==> config.mk <==
export PLATFORM = sky130hd
export DESIGN_NAME = gpio_v2_flat
export DESIGN_NICKNAME = d
export VERILOG_FILES = /design/src/rtl/gpio_v2_pkg.sv /design/src/rtl/gpio_v2_if.sv /design/src/rtl/gpio_sync_edge.sv /design/src/rtl/gpio_v2.sv /design/src/flat_wrapper.sv
export SDC_FILE = /design/constraint.sdc
export NUM_CORES = 1
export LEC_CHECK = 0
export ABC_AREA = 1
export ABC_CLOCK_PERIOD_IN_PS = 2550
export CAP_MARGIN = 20
export CORE_MARGIN = 4
export CORE_UTILIZATION = 51
export CTS_CLUSTER_DIAMETER = 150
export DETAILED_ROUTE_END_ITERATION = 7
export PLACE_DENSITY = 0.92
export SYNTH_ARGS = -nofsm -noshare
export SYNTH_HDL_FRONTEND = slang
export SYNTH_SLANG_ARGS = --single-unit
==> constraint.sdc <==
create_clock -name clk -period 2.55 [get_ports clk]
set_input_delay 0.3825 -clock clk [delete_from_list [all_inputs] [get_ports clk]]
set_output_delay 0.3825 -clock clk [all_outputs]
set_load 0.01 [all_outputs]
==> src/rtl/gpio_v2_pkg.sv <==
// Shared definitions for the gpio_v2 peripheral: register offsets, pin modes,
// interrupt edge types and the pin-count ceiling.
package gpio_v2_pkg;

  localparam int unsigned NUM_IO_MAX = 16;

  typedef enum logic [4:0] {
    OFF_CTRL     = 5'h00,
    OFF_DATA     = 5'h04,
    OFF_SET      = 5'h08,
    OFF_CLR      = 5'h0C,
    OFF_IRQ_EN   = 5'h10,
    OFF_IRQ_TYPE = 5'h14,
    OFF_IRQ_PEND = 5'h18
  } reg_off_e;

  typedef enum logic [1:0] {
    MODE_HIZ  = 2'b00,
    MODE_OUT  = 2'b01,
    MODE_IN   = 2'b10,
    MODE_RSVD = 2'b11
  } pin_mode_e;

  typedef enum logic [1:0] {
    IRQ_RISE = 2'b00,
    IRQ_FALL = 2'b01,
    IRQ_BOTH = 2'b10,
    IRQ_OFF  = 2'b11
  } irq_type_e;

  function automatic logic irq_edge_hit(logic [1:0] irq_type, logic rise, logic fall);
    case (irq_type)
      IRQ_RISE: return rise;
      IRQ_FALL: return fall;
      IRQ_BOTH: return rise | fall;
      default:  return 1'b0;
    endcase
  endfunction

endpackage

==> src/rtl/gpio_v2_if.sv <==
// Slave-bus connection of the GPIO: write strobe, address, write and read data.
interface gpio_v2_if;
  logic        we_i;
  logic [31:0] addr_i;
  logic [31:0] data_i;
  logic [31:0] data_o;

  modport master (output we_i, output addr_i, output data_i, input data_o);
  modport slave  (input we_i, input addr_i, input data_i, output data_o);
endinterface

==> src/rtl/gpio_sync_edge.sv <==
// Per-pin input synchroniser with a history flop and rise/fall detection.
module gpio_sync_edge #(
  parameter int unsigned NUM_IO      = 10,
  parameter int unsigned SYNC_STAGES = 2
) (
  input  logic              clk,
  input  logic              rst,
  input  logic [NUM_IO-1:0] pin_i,
  output logic [NUM_IO-1:0] sync_o,
  output logic [NUM_IO-1:0] rise_o,
  output logic [NUM_IO-1:0] fall_o
);

  logic [NUM_IO-1:0] s_q [SYNC_STAGES];
  logic [NUM_IO-1:0] h_q;

  always_ff @(posedge clk or negedge rst) begin
    if (!rst) begin
      for (int unsigned i = 0; i < SYNC_STAGES; i++) s_q[i] <= '0;
      h_q <= '0;
    end else begin
      s_q[0] <= pin_i;
      for (int unsigned i = 1; i < SYNC_STAGES; i++) s_q[i] <= s_q[i-1];
      h_q <= s_q[SYNC_STAGES-1];
    end
  end

  assign sync_o = s_q[SYNC_STAGES-1];
  assign rise_o = sync_o & ~h_q;
  assign fall_o = ~sync_o & h_q;

endmodule

==> src/rtl/gpio_v2.sv <==
// Parametrised GPIO: per-pin mode, synchronised inputs, atomic set/clear,
// and per-pin edge interrupts combined onto one irq line.
module gpio_v2
  import gpio_v2_pkg::*;
#(
  parameter int unsigned NUM_IO      = 10,
  parameter int unsigned SYNC_STAGES = 2
) (
  input  logic              clk,
  input  logic              rst,
  gpio_v2_if.slave          bus,
  input  logic [NUM_IO-1:0] io_pin_i,
  output logic [NUM_IO-1:0] io_out_o,
  output logic [NUM_IO-1:0] io_oe_o,
  output logic [31:0]       reg_ctrl,
  output logic              irq_o
);

  logic [2*NUM_IO-1:0] ctrl_q, ctrl_d, type_q, type_d;
  logic [NUM_IO-1:0]   data_q, data_d, en_q, en_d, pend_q, pend_d;
  logic [NUM_IO-1:0]   sync, rise, fall, in_mode, hit, wbits;
  logic                unused_bus;

  gpio_sync_edge #(
    .NUM_IO      (NUM_IO),
    .SYNC_STAGES (SYNC_STAGES)
  ) u_sync (
    .clk    (clk),
    .rst    (rst),
    .pin_i  (io_pin_i),
    .sync_o (sync),
    .rise_o (rise),
    .fall_o (fall)
  );

  always_comb begin
    in_mode = '0;
    io_oe_o = '0;
    hit     = '0;
    for (int unsigned i = 0; i < NUM_IO; i++) begin
      in_mode[i] = (ctrl_q[2*i +: 2] == MODE_IN);
      io_oe_o[i] = (ctrl_q[2*i +: 2] == MODE_OUT);
      hit[i]     = in_mode[i] & irq_edge_hit(type_q[2*i +: 2], rise[i], fall[i]);
    end
  end

  assign wbits = bus.data_i[NUM_IO-1:0];

  always_comb begin
    ctrl_d = ctrl_q;
    type_d = type_q;
    en_d   = en_q;
    data_d = data_q;
    pend_d = pend_q;
    if (bus.we_i) begin
      case (bus.addr_i[4:0])
        OFF_CTRL:     ctrl_d = bus.data_i[2*NUM_IO-1:0];
        OFF_DATA:     data_d = wbits;
        OFF_SET:      data_d = data_q | wbits;
        OFF_CLR:      data_d = data_q & ~wbits;
        OFF_IRQ_EN:   en_d   = wbits;
        OFF_IRQ_TYPE: type_d = bus.data_i[2*NUM_IO-1:0];
        OFF_IRQ_PEND: pend_d = pend_q & ~wbits;
        default:      ;
      endcase
    end
    // Input-mode bits always track the synchroniser; a new edge beats W1C.
    data_d = (data_d & ~in_mode) | (sync & in_mode);
    pend_d = pend_d | hit;
  end

  always_ff @(posedge clk or negedge rst) begin
    if (!rst) begin
      ctrl_q <= '0;
      type_q <= '0;
      en_q   <= '0;
      data_q <= '0;
      pend_q <= '0;
    end else begin
      ctrl_q <= ctrl_d;
      type_q <= type_d;
      en_q   <= en_d;
      data_q <= data_d;
      pend_q <= pend_d;
    end
  end

  always_comb begin
    reg_ctrl = '0;
    reg_ctrl[2*NUM_IO-1:0] = ctrl_q;
  end

  always_comb begin
    bus.data_o = '0;
    case (bus.addr_i[4:0])
      OFF_CTRL:     bus.data_o = reg_ctrl;
      OFF_DATA:     bus.data_o[NUM_IO-1:0] = data_q;
      OFF_IRQ_EN:   bus.data_o[NUM_IO-1:0] = en_q;
      OFF_IRQ_TYPE: bus.data_o[2*NUM_IO-1:0] = type_q;
      OFF_IRQ_PEND: bus.data_o[NUM_IO-1:0] = pend_q;
      default:      ;
    endcase
  end

  assign io_out_o   = data_q;
  assign irq_o      = |(pend_q & en_q);
  assign unused_bus = ^{bus.addr_i[31:5], bus.data_i};

endmodule

==> src/flat_wrapper.sv <==
// flat-port wrapper written by rule: the top's interface ports become plain ports
module gpio_v2_flat import gpio_v2_pkg::*;
#(
  parameter int unsigned NUM_IO      = 10,
  parameter int unsigned SYNC_STAGES = 2
)
  (clk, rst, io_pin_i, io_out_o, io_oe_o, reg_ctrl, irq_o, bus_we_i, bus_addr_i, bus_data_i, bus_data_o);
  gpio_v2_if bus_i ();
  input  logic clk;
  input  logic rst;
  input  logic [NUM_IO-1:0] io_pin_i;
  output logic [NUM_IO-1:0] io_out_o;
  output logic [NUM_IO-1:0] io_oe_o;
  output logic [31:0] reg_ctrl;
  output logic irq_o;
  input wire logic [$bits(bus_i.we_i)-1:0] bus_we_i;
  input wire logic [$bits(bus_i.addr_i)-1:0] bus_addr_i;
  input wire logic [$bits(bus_i.data_i)-1:0] bus_data_i;
  output wire logic [$bits(bus_i.data_o)-1:0] bus_data_o;
  assign bus_i.we_i = bus_we_i;
  assign bus_i.addr_i = bus_addr_i;
  assign bus_i.data_i = bus_data_i;
  assign bus_data_o = bus_i.data_o;
  gpio_v2 #(.NUM_IO(NUM_IO), .SYNC_STAGES(SYNC_STAGES)) u_core (.clk(clk), .rst(rst), .bus(bus_i), .io_pin_i(io_pin_i), .io_out_o(io_out_o), .io_oe_o(io_oe_o), .reg_ctrl(reg_ctrl), .irq_o(irq_o));
endmodule
== Yosys cells after proc, flatten, opt, wreduce, memory -nomap -nowiden ==
Cells that the tools add are included.

* Flip-flop bits (word level): 100
* Input port bits: 77
* Output and inout port bits: 85
* Word-level logic and storage cells: 119

* Equal/unequal tests: 46
* Muxes and demuxes: 16
* Bitwise gates (word level): 34
* Reduce and logical (&&, ||, !) cells: 15

{| class="wikitable"
|+ Operators with widths
! kind !! number
|-
| 10-bit AND || 7
|-
| 10-bit one-hot mux with 5 select lines || 1
|-
| 2-bit by 1-bit == test with 1-bit output (second input constant) || 20
|-
| 2-bit == test (second input constant) || 20
|-
| 10-bit NOT || 4
|-
| 10-bit 2-to-1 mux || 3
|-
| 10-bit bitwise OR || 3
|-
| 1-bit one-hot mux with 3 select lines || 10
|-
| 10-bit one-hot mux with 3 select lines || 1
|-
| 2-bit zero test || 10
|-
| 10-bit one-hot mux with 2 select lines || 1
|-
| 5-bit == test (second input constant) || 3
|-
| 1-bit AND || 10
|-
| 5-bit by 4-bit == test with 1-bit output (second input constant) || 2
|-
| 1-bit bitwise OR || 10
|-
| 10-bit OR reduction || 1
|-
| 2-bit AND reduction || 3
|-
| 5-bit by 3-bit == test with 1-bit output (second input constant) || 1
|-
| 5-bit zero test || 1
|}

== Longest topological paths before layout ==
* Depth after elaboration: 6
* Depth in mapped cells: 9
* Depth with buffers taken out: 8

== Modules after synthesis ==
A second synthesis with hierarchy kept.

* Cells, all modules: 679
* Area, all modules: 5226.3 sq um

{| class="wikitable"
|+ By module, submodules not included
! module !! times used !! cells each !! area each (sq um) !! sequential area each (sq um)
|-
| gpio_v2 || 1 || 599 || 4250.3 || 1751.7
|-
| gpio_sync_edge || 1 || 80 || 975.9 || 750.7
|}

== Least setup slack after synthesis ==
No wires, ideal clock.

* Path kind: in2out
* Start point: input bus_addr_i[1]
* End point: output bus_data_o[10]
* Arrival time: 1.295 ns
* Required time: 2.168 ns
* Setup slack: 0.873 ns
* Stages: 5
* Buffers on the path: 2
* Path through: nor2_4 -> nand3_1 -> buf_2 -> buf_4 -> o21ai_0

* Longest elaborated chain between the ends: 2
* Elaborated cells on any way between the ends: 3
* Those cells by class: eq/ne (1); mux (1); reduce/logical (1)

{| class="wikitable"
|+ RTL lines
! element !! RTL line !! text
|-
| start: declaration || flat_wrapper.sv:17 || <nowiki>input wire logic [$bits(bus_i.addr_i)-1:0] bus_addr_i;</nowiki>
|-
| 5-bit == test / 5-bit zero test (equally long branches) || gpio_v2.sv:95 || <nowiki>case (bus.addr_i[4:0])</nowiki>
|-
| 10-bit one-hot mux with 2 select lines (*) || gpio_v2.sv:95 ||
|-
| end: declaration || flat_wrapper.sv:19 || <nowiki>output wire logic [$bits(bus_i.data_o)-1:0] bus_data_o;</nowiki>
|}

Mark *: on every way between the ends. The rest lies on a longest branch, timed or not.

== Final worst setup path ==
* Start point: input bus_addr_i[0]
* End point: output bus_data_o[8]

* Longest elaborated chain between the ends: 2
* Elaborated cells on any way between the ends: 6
* Those cells by class: eq/ne (4); mux (1); reduce/logical (1)

{| class="wikitable"
|+ RTL lines
! element !! RTL line
|-
| 5-bit == test (tied with other cells) || gpio_v2.sv:95
|-
| 10-bit one-hot mux with 5 select lines (*) || gpio_v2.sv:95
|}

Marks and branches as above.

==> summary.txt <==
Route
  • WL met1: 5585 um
  • Total wire length: 14460 um
  • Vias: 5066
  • DRC: 0
  • DRT antenna net count: 0
  • TritonRoute pass-1 iters: 8
  • Routed WL per cell: 15.36 um
  • Vias/cell: 5.384
  • Met3 wire len: 1166 um
  • Met2 WL: 7293 um
  • Highest Signal Layer: met4
  • DR iter-0 viols: 330

Pwr
  • Pwr Density: 637.4 nW/um2
  • Leakage: 0.003502 uW
  • Peak supply drop: 0.3916 mV

Clocking
  • Clk sinks: 100
  • Worst-Skew Late Latency: 0.38 ns
  • TritonCTS Buffers: 9
  • Clock tree buffer depth: 2
  • H-tree depth: 3
  • CTS tree: yes
  • CTS Root Cell: clkbuf_8
  • Post-CTS setup buffer count: 0
  • Clock transition at the registers of the reported paths: 0.10 ns

Setup path
  • Kind of critical path: in -> out
  • Worst EP arrival: 2.06 ns
  • Crit path required time: 2.17 ns
  • Max Fanout on Critical Path: 8
  • Delay-heaviest family, CP: buffers and inverters
  • Type of origin of the critical path: input pin
  • Slowest library cell on the worst path: clkdlybuf4s50_1
  • Crit. End Element: output pin
  • Largest stage delay, worst path: 0.50 ns
  • Crit path buffers/inverters: 4
  • Crit path cell chain: clkdlybuf4s50_1 -> nor2_4 -> buf_4 -> nand3_2 -> buf_12 -> nor2_1 -> nor3_1 -> nand3_1 -> dlygate4sd2_1

Global routing
  • Gr usage total: 0.2389
  • First-pass GRT wire length: 24050 um
  • Largest net degree at the start of global routing: 48
  • Vias in the first global route: 5007
  • Initial antenna violation count: 0
  • Remaining Overflow, GRT: 0

Finish
  • Area Overhead vs Synth: 27.64%
  • Antenna diodes: 0
  • Fin area: 6842 um2
  • Register Area: 2502 um2
  • Fill count: 802
  • Fraction of layout cells with a size suffix above 1: 0.08696
  • Multi-input logic area: 2237 um2
  • Commonest non-fill, non-tap cell in the layout: nand2_1
  • Final Core Density: 0.6657
  • Final nets: 897
  • Most frequent cells in the layout: nand2_1, inv_1, dfrtp_1

Die
  • Die area: 12210 um2
  • Core Region: 10280 um2
  • # IOs: 162
  • Initial core utilization: 0.5215
  • Die height: 110.5 um
  • Site Rows: 37
  • Die W: 110.5 um

STA
  • Period utilization: 0.9587
  • Worst Max-Slew Pin Slew: 0.6332 ns
  • Min Hold Slack: 0.003624 ns
  • Relative slew slack: 0.5779
  • Final Hold Violating Endpoints: 0
  • RSZ-0062 raised after global routing: no
  • Max-slew violation total from the final report: 0
  • F_max: 0.4091 GHz
  • Final setup viols: 0
  • Tmin final: 2.445 ns
  • Clock Skews: 0.01406 ns

Logic synthesis
  • Sequential-to-total area share from yosys stat: 0.4669
  • Synth Register Bits: 100
  • Yosys warning count: 0
  • Synth unique cells: 30
  • Synthesized area per cell: 7.917 um2
  • Synthesized instance count: 677
  • Cell Area, Synth: 5360 um2

Placed design
  • Post-placement cell area: 6654 um2
  • Detailed Place HPWL: 10700 um
  • Routability congestion estimate: 0.9439
  • # port buffers: 98

Min path
  • Hold Crit Class: in -> async

Status
  • Outcome: finished clean

Flow run
  • Max-Cap Viols: 0
layout make-up:
| class | count | area share |
|---|---|---|
| Sequential cell | 100 | 0.3658 |
| Multi-Input combinational cell | 444 | 0.3270 |
| Timing Repair Buffer | 139 | 0.1944 |
| Inverter | 106 | 0.05852 |
| Tap cell | 136 | 0.02487 |
| Clock buffer | 11 | 0.02067 |
| Clock inverter | 5 | 0.008778 |
through the flow:
step / setup WS (ns) / total power (uW) / setup TNS, ns / std cells
2_1_floorplan: 0.8726 / 2697 / 0 / 700
3_3_place_gp: -0.06101 / 3278 / -0.6908 / 925
3_5_place_dp: -0.07066 / 3338 / -0.8641 / 925
4_1_cts: 0.03142 / 4372 / 0 / 941
5_1_grt: 0.008225 / 4607 / 0 / 941
6_report: 0.1053 / 4361 / 0 / 941
logic make-up after synthesis:
family          after synthesis  synth area share
simple gates                299            0.2495
buf+inv                     156            0.1324
compound gates              101            0.1039
flops                       100            0.4669
fa+ha+maj                    20           0.04669
other cells                   1         0.0006996
registers in the layout, indices dropped and copies added, names as in the netlist, named ones only:
| name | cells |
|---|---|
| u_core.ctrl_q | 20 |
| u_core.en_q | 10 |
| u_core.pend_q | 10 |
| u_core.type_q | 20 |
| u_core.u_sync.h_q | 10 |
| u_core.u_sync.s_q | 10 |
| u_core.u_sync.sync_o | 10 |
routing by layer:
layer / global-route usage / vias up
met3: 0.05370 / 47
met2: 0.4130 / 255
li1: - / 2390
met5: 0 / -
met4: 0.08621 / 0
met1: 0.2925 / 2374
cells in the mapped netlist:
cell | number | area share
clkbuf_1 | 6 | 0.0042
nor2_1 | 70 | 0.049
inv_1 | 102 | 0.071
o21ai_0 | 58 | 0.054
buf_6 | 1 | 0.0021
dfrtp_1 | 100 | 0.47
o22ai_1 | 5 | 0.0058
nor2_2 | 1 | 0.0012
conb_1 | 1 | 0.00070
nor2_8 | 1 | 0.0037
buf_4 | 25 | 0.035
a221oi_1 | 1 | 0.0016
nand2_1 | 132 | 0.092
nand3_2 | 2 | 0.0037
nand3_1 | 40 | 0.037
nand2_2 | 1 | 0.0012
buf_2 | 17 | 0.016
ha_1 | 20 | 0.047
nor3_1 | 19 | 0.018
clkbuf_2 | 1 | 0.00093
a21oi_1 | 13 | 0.012
o311ai_0 | 10 | 0.016
o21ai_1 | 13 | 0.012
nand4_4 | 1 | 0.0040
nand4_1 | 29 | 0.034
nor2_4 | 1 | 0.0021
a22o_1 | 1 | 0.0016
and3_1 | 1 | 0.0012
nand2_4 | 1 | 0.0021
inv_2 | 4 | 0.0028
where the power goes:
group	internal [uW]	switching (uW)
clock	485	559
sequential	1850	261
combinational	570	637
worst paths after layout:
path | slack, ns | cells past startpoint | from | end
min reg2reg | 0.35 | 0 | u_core.u_sync.s_q[17] | u_core.u_sync.sync_o[7]
min | 0.004 | 1 | rst | u_core.u_sync.s_q[13]
min in group clk | 0.35 | 0 | u_core.u_sync.s_q[17] | u_core.u_sync.sync_o[7]
max | 0.11 | 9 | bus_addr_i[0] | bus_data_o[8]
max in group asynchronous | 1.88 | 2 | rst | u_core.u_sync.h_q[5]
max reg2reg | 1.10 | 3 | u_core.u_sync.sync_o[2] | u_core.pend_q[2]
what timing repair did:
item,CTS,global route
pin swaps,1,0
gates resized for setup,20,3
endpoints found under the setup margin,18,2
hold buffers,0,0
No activity file was read; power rests on OpenSTA's default activity.
